<file path="config.mk">
export PLATFORM = sky130hd
export DESIGN_NAME = hazard_controller_flat
export DESIGN_NICKNAME = d
export VERILOG_FILES = /design/src/rtl/hazard_controller_if.sv /design/src/rtl/hazard_controller.sv /design/src/flat_wrapper.sv
export SDC_FILE = /design/constraint.sdc
export NUM_CORES = 1
export LEC_CHECK = 0
export ABC_AREA = 1
export ABC_CLOCK_PERIOD_IN_PS = 1950
export CORE_ASPECT_RATIO = 1.1
export CORE_MARGIN = 2
export CORE_UTILIZATION = 45
export CTS_BUF_LIST = sky130_fd_sc_hd__clkbuf_4 sky130_fd_sc_hd__clkbuf_8
export DETAILED_ROUTE_END_ITERATION = 12
export PLACE_DENSITY_LB_ADDON = 0.1
export SETUP_SLACK_MARGIN = 0.2
export SKIP_LAST_GASP = 1
export SYNTH_ARGS = -nofsm -noshare
export SYNTH_HDL_FRONTEND = slang
export SYNTH_SLANG_ARGS = --single-unit
</file>
<file path="constraint.sdc">
create_clock -name clock -period 1.95 [get_ports clock]
set_clock_uncertainty 0.2 [all_clocks]
set_input_delay 0.39 -clock clock [delete_from_list [all_inputs] [get_ports clock]]
set_output_delay 0.39 -clock clock [all_outputs]
set_load 0.01 [all_outputs]
</file>
<file path="src/rtl/hazard_controller_if.sv">
// Hazard controller signal bundle: pipeline-side hazard inputs and the
// front-end / ID-EX control outputs plus status counters.
interface hazard_controller_if #(
    parameter int CNT_WIDTH = 16
);
    logic                 ifid_rs1_unused_guard; // keeps bundle non-empty if trimmed
    logic [4:0]           ifid_rs1;
    logic [4:0]           ifid_rs2;
    logic                 ifid_uses_rs1;
    logic                 ifid_uses_rs2;
    logic                 ifid_halt_req;
    logic                 idex_mem_read;
    logic [4:0]           idex_rd;
    logic                 ex_branch_taken;
    logic                 dmem_busy;
    logic                 resume;

    logic                 PCWrite;
    logic                 if_id_write;
    logic                 PCSrc;
    logic                 if_id_flush;
    logic                 id_ex_write;
    logic                 id_ex_bubble;
    logic                 halted;
    logic                 mem_timeout;
    logic [CNT_WIDTH-1:0] stall_cycles;
    logic [CNT_WIDTH-1:0] flush_count;
    logic [CNT_WIDTH-1:0] mem_wait_cycles;

    // Pipeline side: presents hazard information, consumes controls.
    modport master (
        output ifid_rs1, ifid_rs2, ifid_uses_rs1, ifid_uses_rs2, ifid_halt_req,
               idex_mem_read, idex_rd, ex_branch_taken, dmem_busy, resume,
        input  PCWrite, if_id_write, PCSrc, if_id_flush, id_ex_write, id_ex_bubble,
               halted, mem_timeout, stall_cycles, flush_count, mem_wait_cycles
    );

    // Controller side.
    modport slave (
        input  ifid_rs1, ifid_rs2, ifid_uses_rs1, ifid_uses_rs2, ifid_halt_req,
               idex_mem_read, idex_rd, ex_branch_taken, dmem_busy, resume,
        output PCWrite, if_id_write, PCSrc, if_id_flush, id_ex_write, id_ex_bubble,
               halted, mem_timeout, stall_cycles, flush_count, mem_wait_cycles
    );
endinterface

</file>
<file path="src/rtl/hazard_controller.sv">
// Pipeline hazard controller for the 5-stage RV32 core: load-use stalls,
// taken-branch flushes, data-memory wait freeze, halt/resume sequencing,
// saturating performance counters and a sticky memory-timeout flag.
module hazard_controller #(
    parameter int CNT_WIDTH = 16,
    parameter int MAX_WAIT  = 64,
    parameter int WAIT_W    = 8
) (
    input  logic               clock,
    input  logic               reset,   // active-low, asynchronous
    hazard_controller_if.slave bus
);
    typedef enum logic [1:0] {RUN, MEM_WAIT, HALT} state_t;

    localparam logic [WAIT_W-1:0] MAX_W = WAIT_W'(MAX_WAIT);

    state_t                state_q, state_d;
    logic [WAIT_W-1:0]     wait_q, wait_d;
    logic                  halted_q, halted_d;
    logic                  tmo_q, tmo_d;
    logic [CNT_WIDTH-1:0]  stall_q, stall_d;
    logic [CNT_WIDTH-1:0]  flush_q, flush_d;
    logic [CNT_WIDTH-1:0]  mw_q, mw_d;

    logic load_use, hold;
    logic pcw, ifw, pcsrc, flu, idw, bub;

    function automatic logic [CNT_WIDTH-1:0] sat_inc(input logic [CNT_WIDTH-1:0] v);
        return (&v) ? v : v + 1'b1;
    endfunction

    // Load-use hazard: ID reads the register a load in ID/EX is about to write.
    always_comb begin
        load_use = bus.idex_mem_read && (bus.idex_rd != 5'd0) &&
                   ((bus.ifid_uses_rs1 && (bus.ifid_rs1 == bus.idex_rd)) ||
                    (bus.ifid_uses_rs2 && (bus.ifid_rs2 == bus.idex_rd)));
    end

    // Next-state, counters and control outputs, in priority order:
    // busy > branch > halt hold > load-use > halt request.
    always_comb begin
        state_d  = state_q;
        wait_d   = wait_q;
        halted_d = halted_q;
        tmo_d    = tmo_q;
        stall_d  = stall_q;
        flush_d  = flush_q;
        mw_d     = mw_q;
        pcw      = 1'b1;
        ifw      = 1'b1;
        idw      = 1'b1;
        pcsrc    = 1'b0;
        flu      = 1'b0;
        bub      = 1'b0;

        // A wait that began in HALT returns to HALT, so the hold follows the latch.
        unique case (state_q)
            HALT:     hold = 1'b1;
            MEM_WAIT: hold = halted_q;
            default:  hold = 1'b0;
        endcase

        if (bus.dmem_busy) begin
            // Full freeze; whatever sits in EX/ID is serviced after busy drops.
            pcw     = 1'b0;
            ifw     = 1'b0;
            idw     = 1'b0;
            state_d = MEM_WAIT;
            mw_d    = sat_inc(mw_q);
            wait_d  = (wait_q == MAX_W) ? wait_q : wait_q + 1'b1;
            if (wait_d == MAX_W) tmo_d = 1'b1;
        end else begin
            wait_d = '0;
            // resume drops the hold in the same cycle it is seen
            if (hold && bus.resume) begin
                hold     = 1'b0;
                halted_d = 1'b0;
            end
            if (bus.ex_branch_taken) begin
                pcsrc   = 1'b1;
                flu     = 1'b1;
                bub     = 1'b1;
                flush_d = sat_inc(flush_q);
            end else if (hold) begin
                pcw     = 1'b0;
                ifw     = 1'b0;
                bub     = 1'b1;
                stall_d = sat_inc(stall_q);
            end else if (load_use) begin
                pcw     = 1'b0;
                ifw     = 1'b0;
                bub     = 1'b1;
                stall_d = sat_inc(stall_q);
            end else if (bus.ifid_halt_req && !halted_q) begin
                // halt instruction advances this cycle; hold starts next cycle
                halted_d = 1'b1;
            end
            state_d = halted_d ? HALT : RUN;
        end
    end

    // State and counter registers.
    always_ff @(posedge clock or negedge reset) begin
        if (!reset) begin
            state_q  <= RUN;
            wait_q   <= '0;
            halted_q <= 1'b0;
            tmo_q    <= 1'b0;
            stall_q  <= '0;
            flush_q  <= '0;
            mw_q     <= '0;
        end else begin
            state_q  <= state_d;
            wait_q   <= wait_d;
            halted_q <= halted_d;
            tmo_q    <= tmo_d;
            stall_q  <= stall_d;
            flush_q  <= flush_d;
            mw_q     <= mw_d;
        end
    end

    // Controls are forced inactive while reset is held low.
    assign bus.PCWrite         = reset & pcw;
    assign bus.if_id_write     = reset & ifw;
    assign bus.id_ex_write     = reset & idw;
    assign bus.PCSrc           = reset & pcsrc;
    assign bus.if_id_flush     = reset & flu;
    assign bus.id_ex_bubble    = reset & bub;
    assign bus.halted          = halted_q;
    assign bus.mem_timeout     = tmo_q;
    assign bus.stall_cycles    = stall_q;
    assign bus.flush_count     = flush_q;
    assign bus.mem_wait_cycles = mw_q;
endmodule

</file>
<file path="src/flat_wrapper.sv">
// flat-port wrapper written by rule: the top's interface ports become plain ports
module hazard_controller_flat 
#(
    parameter int CNT_WIDTH = 16,
    parameter int MAX_WAIT  = 64,
    parameter int WAIT_W    = 8
)
  (clock, reset, bus_ifid_rs1, bus_ifid_rs2, bus_ifid_uses_rs1, bus_ifid_uses_rs2, bus_ifid_halt_req, bus_idex_mem_read, bus_idex_rd, bus_ex_branch_taken, bus_dmem_busy, bus_resume, bus_PCWrite, bus_if_id_write, bus_PCSrc, bus_if_id_flush, bus_id_ex_write, bus_id_ex_bubble, bus_halted, bus_mem_timeout, bus_stall_cycles, bus_flush_count, bus_mem_wait_cycles);
  hazard_controller_if #(.CNT_WIDTH(CNT_WIDTH)) bus_i ();
  input  logic clock;
  input  logic reset;
  input wire logic [$bits(bus_i.ifid_rs1)-1:0] bus_ifid_rs1;
  input wire logic [$bits(bus_i.ifid_rs2)-1:0] bus_ifid_rs2;
  input wire logic [$bits(bus_i.ifid_uses_rs1)-1:0] bus_ifid_uses_rs1;
  input wire logic [$bits(bus_i.ifid_uses_rs2)-1:0] bus_ifid_uses_rs2;
  input wire logic [$bits(bus_i.ifid_halt_req)-1:0] bus_ifid_halt_req;
  input wire logic [$bits(bus_i.idex_mem_read)-1:0] bus_idex_mem_read;
  input wire logic [$bits(bus_i.idex_rd)-1:0] bus_idex_rd;
  input wire logic [$bits(bus_i.ex_branch_taken)-1:0] bus_ex_branch_taken;
  input wire logic [$bits(bus_i.dmem_busy)-1:0] bus_dmem_busy;
  input wire logic [$bits(bus_i.resume)-1:0] bus_resume;
  output wire logic [$bits(bus_i.PCWrite)-1:0] bus_PCWrite;
  output wire logic [$bits(bus_i.if_id_write)-1:0] bus_if_id_write;
  output wire logic [$bits(bus_i.PCSrc)-1:0] bus_PCSrc;
  output wire logic [$bits(bus_i.if_id_flush)-1:0] bus_if_id_flush;
  output wire logic [$bits(bus_i.id_ex_write)-1:0] bus_id_ex_write;
  output wire logic [$bits(bus_i.id_ex_bubble)-1:0] bus_id_ex_bubble;
  output wire logic [$bits(bus_i.halted)-1:0] bus_halted;
  output wire logic [$bits(bus_i.mem_timeout)-1:0] bus_mem_timeout;
  output wire logic [$bits(bus_i.stall_cycles)-1:0] bus_stall_cycles;
  output wire logic [$bits(bus_i.flush_count)-1:0] bus_flush_count;
  output wire logic [$bits(bus_i.mem_wait_cycles)-1:0] bus_mem_wait_cycles;
  assign bus_i.ifid_rs1 = bus_ifid_rs1;
  assign bus_i.ifid_rs2 = bus_ifid_rs2;
  assign bus_i.ifid_uses_rs1 = bus_ifid_uses_rs1;
  assign bus_i.ifid_uses_rs2 = bus_ifid_uses_rs2;
  assign bus_i.ifid_halt_req = bus_ifid_halt_req;
  assign bus_i.idex_mem_read = bus_idex_mem_read;
  assign bus_i.idex_rd = bus_idex_rd;
  assign bus_i.ex_branch_taken = bus_ex_branch_taken;
  assign bus_i.dmem_busy = bus_dmem_busy;
  assign bus_i.resume = bus_resume;
  assign bus_PCWrite = bus_i.PCWrite;
  assign bus_if_id_write = bus_i.if_id_write;
  assign bus_PCSrc = bus_i.PCSrc;
  assign bus_if_id_flush = bus_i.if_id_flush;
  assign bus_id_ex_write = bus_i.id_ex_write;
  assign bus_id_ex_bubble = bus_i.id_ex_bubble;
  assign bus_halted = bus_i.halted;
  assign bus_mem_timeout = bus_i.mem_timeout;
  assign bus_stall_cycles = bus_i.stall_cycles;
  assign bus_flush_count = bus_i.flush_count;
  assign bus_mem_wait_cycles = bus_i.mem_wait_cycles;
  hazard_controller #(.CNT_WIDTH(CNT_WIDTH), .MAX_WAIT(MAX_WAIT), .WAIT_W(WAIT_W)) u_core (.clock(clock), .reset(reset), .bus(bus_i));
endmodule
</file>
==> metrics, run 1 <==
register area share after synthesis=about two fifths; WL per Instance=14.06 um; DR DRC count=0; kind of critical path=reg -> out; Final Wtd Congestion=between 0.8 and 0.9; H-tree Lvls=3; Synth warnings=0; RSZ-0062 raised after global routing=true; LEAKAGE=about 3 nW; main area contributors after synthesis=dfrtp_1 (41%), nand2_1 (11%), xor2_1 (7.2%); status=complete, but fails checks; gr usage total=approximately 22%; Final Core Density=around three quarters; Crit path arrival time=roughly 1.6 ns; global route total overflow=0; I/O pins=80; final wirelength=10.34 mm; post-synthesis instance area=3650 um^2; main flop type after synthesis=dfrtp_1; P per Cell Area=between 800 and 900 nW/um^2; CTS Hold Bufs=0; # port buffers=just under 80; antenna viol nets, final=0; Max Clock Freq=450.8 MHz; Clock transition at path regs=around 0.080 ns; Post-Synthesis Cells=about 460; Yosys top cell by area=dfrtp_1; worst setup margin=-0.2685 ns; First-pass DRT Iterations=5; DR vias=about 3600; Slew HR=49.13%; Reg2Reg Launch Point=u_core.state_q[0]; Worst path slowest cell=dfrtp_1; number of global-route vias before repair=approximately 3600; FFs w/ async S/R, synth=between 90% and 100%; Critical Path Max Stage Delay=0.36 ns; min Tclk post-route=2.218 ns; Nets=653; CTS tree=built; Worst Hold Slack=0.01955 ns; VDD IR max=0.0006526 V; CTS Buf Count=9; row count=34; HPWL after detailed placement=approximately 6.0 mm; most used cell, CP=inv_1; Place WS=-0.7596 ns; initial core utilization=a little under half; Synth Register Bits=60; Register-to-Register Path Depth=12; P&R area growth vs syn=61.95%; die width=approximately 90 um; crit end category=output pin; largest net degree at the start of global routing=~60; critical path, cell by cell=inv_1, ha_2, a21o_1, nand3b_1, nand2_2, o21ai_1, inv_1, buf_6; Die ar.=between 8000 and 9000 um^2; Skew-Pair Late Insertion Delay=between 0.3 and 0.4 ns; CTS max path bufs=2; count of cell types in the netlist=34; fin crit share=113.8%; average cell area after synthesis=~8.0 um^2; MaxCap Viol Count=0; Final Max Tran Viols=0; DP Area=4721 um^2; violated checks=setup timing; initial antenna violation count=0; post-route cell area=5911 um^2; Crit Path Max Fanout=3; Non-Filler Instances=about 740; Final setup viols=21; first-pass GRT wire length=16.08 mm; fraction of layout cells with a size suffix above 1=roughly two fifths; Tightest Pin Transition=about 0.76 ns; # diodes=0; clk sink count=60; reg-to-reg slack, setup=-0.27 ns; Hold Violations, Final=0; Cells after DPL=between 600 and 700; CP startpoint kind=flip-flop; Starting DRT DRC Count=94; reg-to-reg endpoint=u_core.bus.stall_cycles[3]; vias per cell=between 4 and 5; Root Buffer=clkbuf_8; Net Count, Synth=489; Synth top area share=around 40%; hold crit path type=in -> async; Post-synth EDFFs=0; core area=between 7000 and 8000 um^2; Critical Path RT=around 1.4 ns; DIE HEIGHT=~100 um
-- registers in the layout, indices dropped and copies added (netlist names) --
| register | cells |
|---|---|
| u_core.bus.flush_count | 16 |
| u_core.bus.halted | 1 |
| u_core.bus.mem_timeout | 1 |
| u_core.bus.mem_wait_cycles | 16 |
| u_core.bus.stall_cycles | 16 |
| u_core.state_q | 2 |
| u_core.wait_q | 8 |
-- how the worst max path moves through the flow --
stage | cells after the start | startpoint | to
CTS | 7 | u_core.state_q[0] | bus_PCWrite
detailed placement | 12 | bus_idex_rd[4] | bus_id_ex_bubble
floorplan | 8 | bus_idex_rd[2] | bus_if_id_write
finish | 8 | u_core.state_q[1] | bus_id_ex_bubble
global route | 8 | u_core.state_q[1] | bus_id_ex_bubble
global placement | 12 | bus_idex_rd[3] | bus_id_ex_bubble
-- kinds of logic (layout without fill, tap and decap cells) --
kind of cell / after synthesis / in the layout / synth area share [%]
flip-flops: 60 / 60 / 41.14
AND/OR/NAND/NOR: 228 / 228 / 29.17
AO/OA/AOI/OAI: 31 / 31 / 6.034
XOR/XNOR: 48 / 48 / 11.52
adder cells (fa/ha/maj): 7 / 7 / 2.400
buffers and inverters: 84 / 253 / 9.736
-- cell type report --
type                       count  area [um^2]
clock buffer                   9        123.9
clock inverter                 7        123.9
fill                         587         2002
inverter                      76        285.3
multi-input combinational    314         2252
sequential                    60         1513
tap                          108        135.1
timing repair buffer         161         1478
-- Yosys cell counts (2+ instances only) --
cell / count
nor3_2: 6
nand2_2: 9
buf_6: 4
ha_1: 7
nand3b_1: 2
nor2_1: 41
o21ai_2: 15
nor2_2: 4
nor4_1: 2
o21ai_0: 3
xnor2_1: 18
nand2_1: 108
nand3_1: 30
buf_2: 2
inv_1: 67
o21ai_1: 8
nor3_1: 12
inv_2: 9
dfrtp_1: 60
xor2_1: 30
a21oi_1: 2
buf_4: 2
nand4_1: 6
-- cell usage in the layout (no fill, tap or decap), types with 3 or more instances in the layout --
cell	n
nor2_4	7
buf_6	14
buf_4	60
clkdlybuf4s50_1	5
o21ai_2	19
nor3_1	5
xnor2_1	15
buf_16	3
ha_2	4
nor2_1	34
inv_1	59
nor3_2	5
clkdlybuf4s15_1	5
nand3_2	4
xnor2_2	3
nand4_1	6
nand3_1	23
nand2_4	13
nand2_1	82
nor3_4	8
buf_2	7
dfrtp_2	9
clkbuf_2	4
inv_2	17
nor2_2	5
buf_12	5
nand2_2	22
xor2_1	28
o21ai_1	4
nand3_4	5
bufinv_16	3
dlygate4sd2_1	55
clkbuf_8	9
dfrtp_1	51
-- layer usage --
layer | GRT usage, % | routed length, um | vias to the layer above
li1 | - | - | 1759
met3 | 4.817 | 378 | 23
met2 | 39.98 | 5478 | 87
met4 | 9.231 | 223 | 0
met5 | 0 | 0 | -
met1 | 25.95 | 4257 | 1744
-- stage by stage --
stage          TNS [ns]  total power, W
4_1_cts          -1.684        0.004781
3_3_place_gp     -10.63        0.003103
6_report         -4.003        0.005212
5_1_grt          -5.813        0.005473
2_1_floorplan         0        0.002374
3_5_place_dp     -11.54        0.003137
-- critical path: cells and delay by family (launching register included) --
| family | cells | cell delay, ns |
|---|---|---|
| buffers and inverters | 3 | 0.23 |
| and+or+nand+nor | 2 | 0.21 |
| AOI/OAI and AO/OA | 2 | 0.32 |
| adders and majority gates | 1 | 0.16 |
| DFF | 1 | 0.36 |
-- report_power, final --
part / leakage, nW / switching [W] / internal (W)
sequential: 0.755 / 0.000184 / 0.00146
combinational: 2.12 / 0.00111 / 0.00105
clock: 0.120 / 0.000552 / 0.000857
-- repair_timing --
item,4_1_cts,5_1_grt
pin swaps,33,38
buffers inserted,37,17
cloned,4,1
gates resized for setup,156,89
endpoints found under the setup margin,101,60
endpoints found under the hold margin,0,0
No activity file was read; power rests on OpenSTA's default activity.
==> run 2: changes to the inputs <==
CELL_PAD_IN_SITES_DETAIL_PLACEMENT = 0   (was not set)
CELL_PAD_IN_SITES_GLOBAL_PLACEMENT = 1   (was not set)
CORE_UTILIZATION = 38   (was 45)
==> metrics, run 2 (synthesis gave the netlist of run 1 again) <==
Crit path arrival time=about 1.6 ns; commonest non-fill, non-tap cell in the layout=nand2_1; Final Max Tran Viols=0; DR vias=~3500; LEAKAGE=between 2 and 3 nW; first-pass GRT wire length=between 15 and 20 mm; CTS tree=built; RSZ-0062 raised after global routing=true; antenna viol nets, final=0; min Tclk post-route=approximately 2.2 ns; global route total overflow=0; First-pass DRT Iterations=4; reg-to-reg slack, setup=~0.10 ns; fraction of layout cells with a size suffix above 1=about two fifths; Starting DRT DRC Count=118; I/O pins=80; MaxCap Viol Count=0; Crit Path Max Fanout=3; number of global-route vias before repair=around 3400; HPWL after detailed placement=6.145 mm; CP startpoint kind=flip-flop; CTS Buf Count=9; clk sink count=60; # port buffers=79; reg-to-reg endpoint=u_core.bus.mem_wait_cycles[15]; initial antenna violation count=0; DP Area=4777 um^2; setup TNS=-0.6563 ns; most frequent cells in the layout=nand2_1 (84), buf_4 (64), inv_1 (60), dlygate4sd2_1 (58), dfrtp_1 (52); fin crit share=111.4%; P per Cell Area=between 800 and 900 nW/um^2; DIE HEIGHT=between 100 and 150 um; kind of critical path=reg -> out; final wirelength=between 9 and 10 mm; gr usage total=between 15 and 20%; row count=37; Max Clock Freq=approximately 460 MHz; core area=9351 um^2; crit end category=output pin; Skew-Pair Late Insertion Delay=0.35 ns; vias per cell=4.693; Hold Violations, Final=0; Tightest Pin Transition=0.7876 ns; post-route cell area=slightly below 6000 um^2; Reg2Reg Launch Point=u_core.bus.mem_wait_cycles[1]; # diodes=0; Clock transition at path regs=0.08 ns; Final Wtd Congestion=about 0.8; VDD IR max=0.0006422 V; Die ar.=10410 um^2; Register-to-Register Path Depth=8; Nets=approximately 650; hold crit path type=in -> async; Root Buffer=clkbuf_8; initial core utilization=between 30% and 40%; H-tree Lvls=3; FILL cells=866; worst setup margin=-0.2228 ns; status=complete, but fails checks; total power=0.005078 W; violated checks=setup timing; DR DRC count=0; Slew HR=between 40% and 50%; P&R area growth vs syn=58.96%; WL per Instance=about 13 um; CTS max path bufs=2; die width=around 100 um; Critical Path RT=approximately 1.4 ns; largest net degree at the start of global routing=between 60 and 70; Final setup viols=3; CTS Hold Bufs=0; Place WS=-0.8019 ns
## run 2: cell count changes in the layout (fill, tap and decap cells not counted), moves of 4 or more
cell,previous run,this run
nor2_1,34,30
buf_4,60,64
nand2_4,13,9
nor3_4,8,4
nor3_2,5,10
## run 2: repair_timing
action	in CTS	in global routing
setup endpoints to repair	95	57
cloned	0	2
pin swaps	23	25
buffers inserted	38	11
gates resized for setup	132	101
## run 2: worst max path at each step
stage / startpoint / to / slack [ns] / depth (start not counted)
2_1_floorplan: bus_idex_rd[2] / bus_if_id_write / 0.11 / 8
3_3_place_gp: bus_idex_rd[3] / bus_id_ex_bubble / -0.76 / 12
3_5_place_dp: bus_idex_rd[4] / bus_id_ex_bubble / -0.80 / 12
4_1_cts: u_core.state_q[0] / bus_id_ex_bubble / -0.25 / 8
5_1_grt: u_core.state_q[1] / bus_id_ex_bubble / -0.35 / 7
6_report: u_core.state_q[1] / bus_id_ex_bubble / -0.22 / 7
## run 2: metal layers
metal  vias to the layer above  routed length, um  share of wire (%)  GRT usage, %
li1                       1752                  -                  -             -
met1                      1650               4137                 44         22.55
met5                         -                  0                  0             0
met4                         0                144                1.5         6.349
met2                        65               4827                 51         30.44
met3                        15                351                3.7         3.911
## run 2: final cells by class
class	count	area, um^2	share of cell area, %
sequential	60	1511	26.05
multi-input combinational	314	2230	38.43
tap	117	146.4	2.523
clock inverter	6	111.4	1.919
inverter	76	287.8	4.960
timing repair buffer	159	1378	23.74
clock buffer	10	137.6	2.372
## run 2: critical path, stage by stage (launching register included)
cell and delay [ns]:
dfrtp_1 0.39, ha_2 0.31, inv_1 0.04, nand3b_1 0.11, nand2_2 0.09, o21ai_1 0.12, inv_1 0.04, buf_2 0.13
## run 2: where the power goes
group / switching, W / total, W / internal (W)
sequential: 0.000184 / 0.00165 / 0.00146
combinational: 0.00102 / 0.00203 / 0.00101
clock: 0.000523 / 0.00141 / 0.000883
## run 2: metrics by stage
stage | utilization [%] | instances | hold slack (ns)
floorplan | - | 458 | -0.1056
global placement | 51.08 | 675 | 0.2485
detailed placement | 51.08 | 675 | 0.2564
CTS | 57.02 | 729 | 0.05093
global route | 62.04 | 742 | 0.1019
finish | 62.04 | 742 | 0.02627
==> run 3: changes to the inputs <==
SLEW_MARGIN = 20   (was not set)
==> results of run 3 <==
Same layout as run 2: the final DEF is identical, and so are final timing and power.
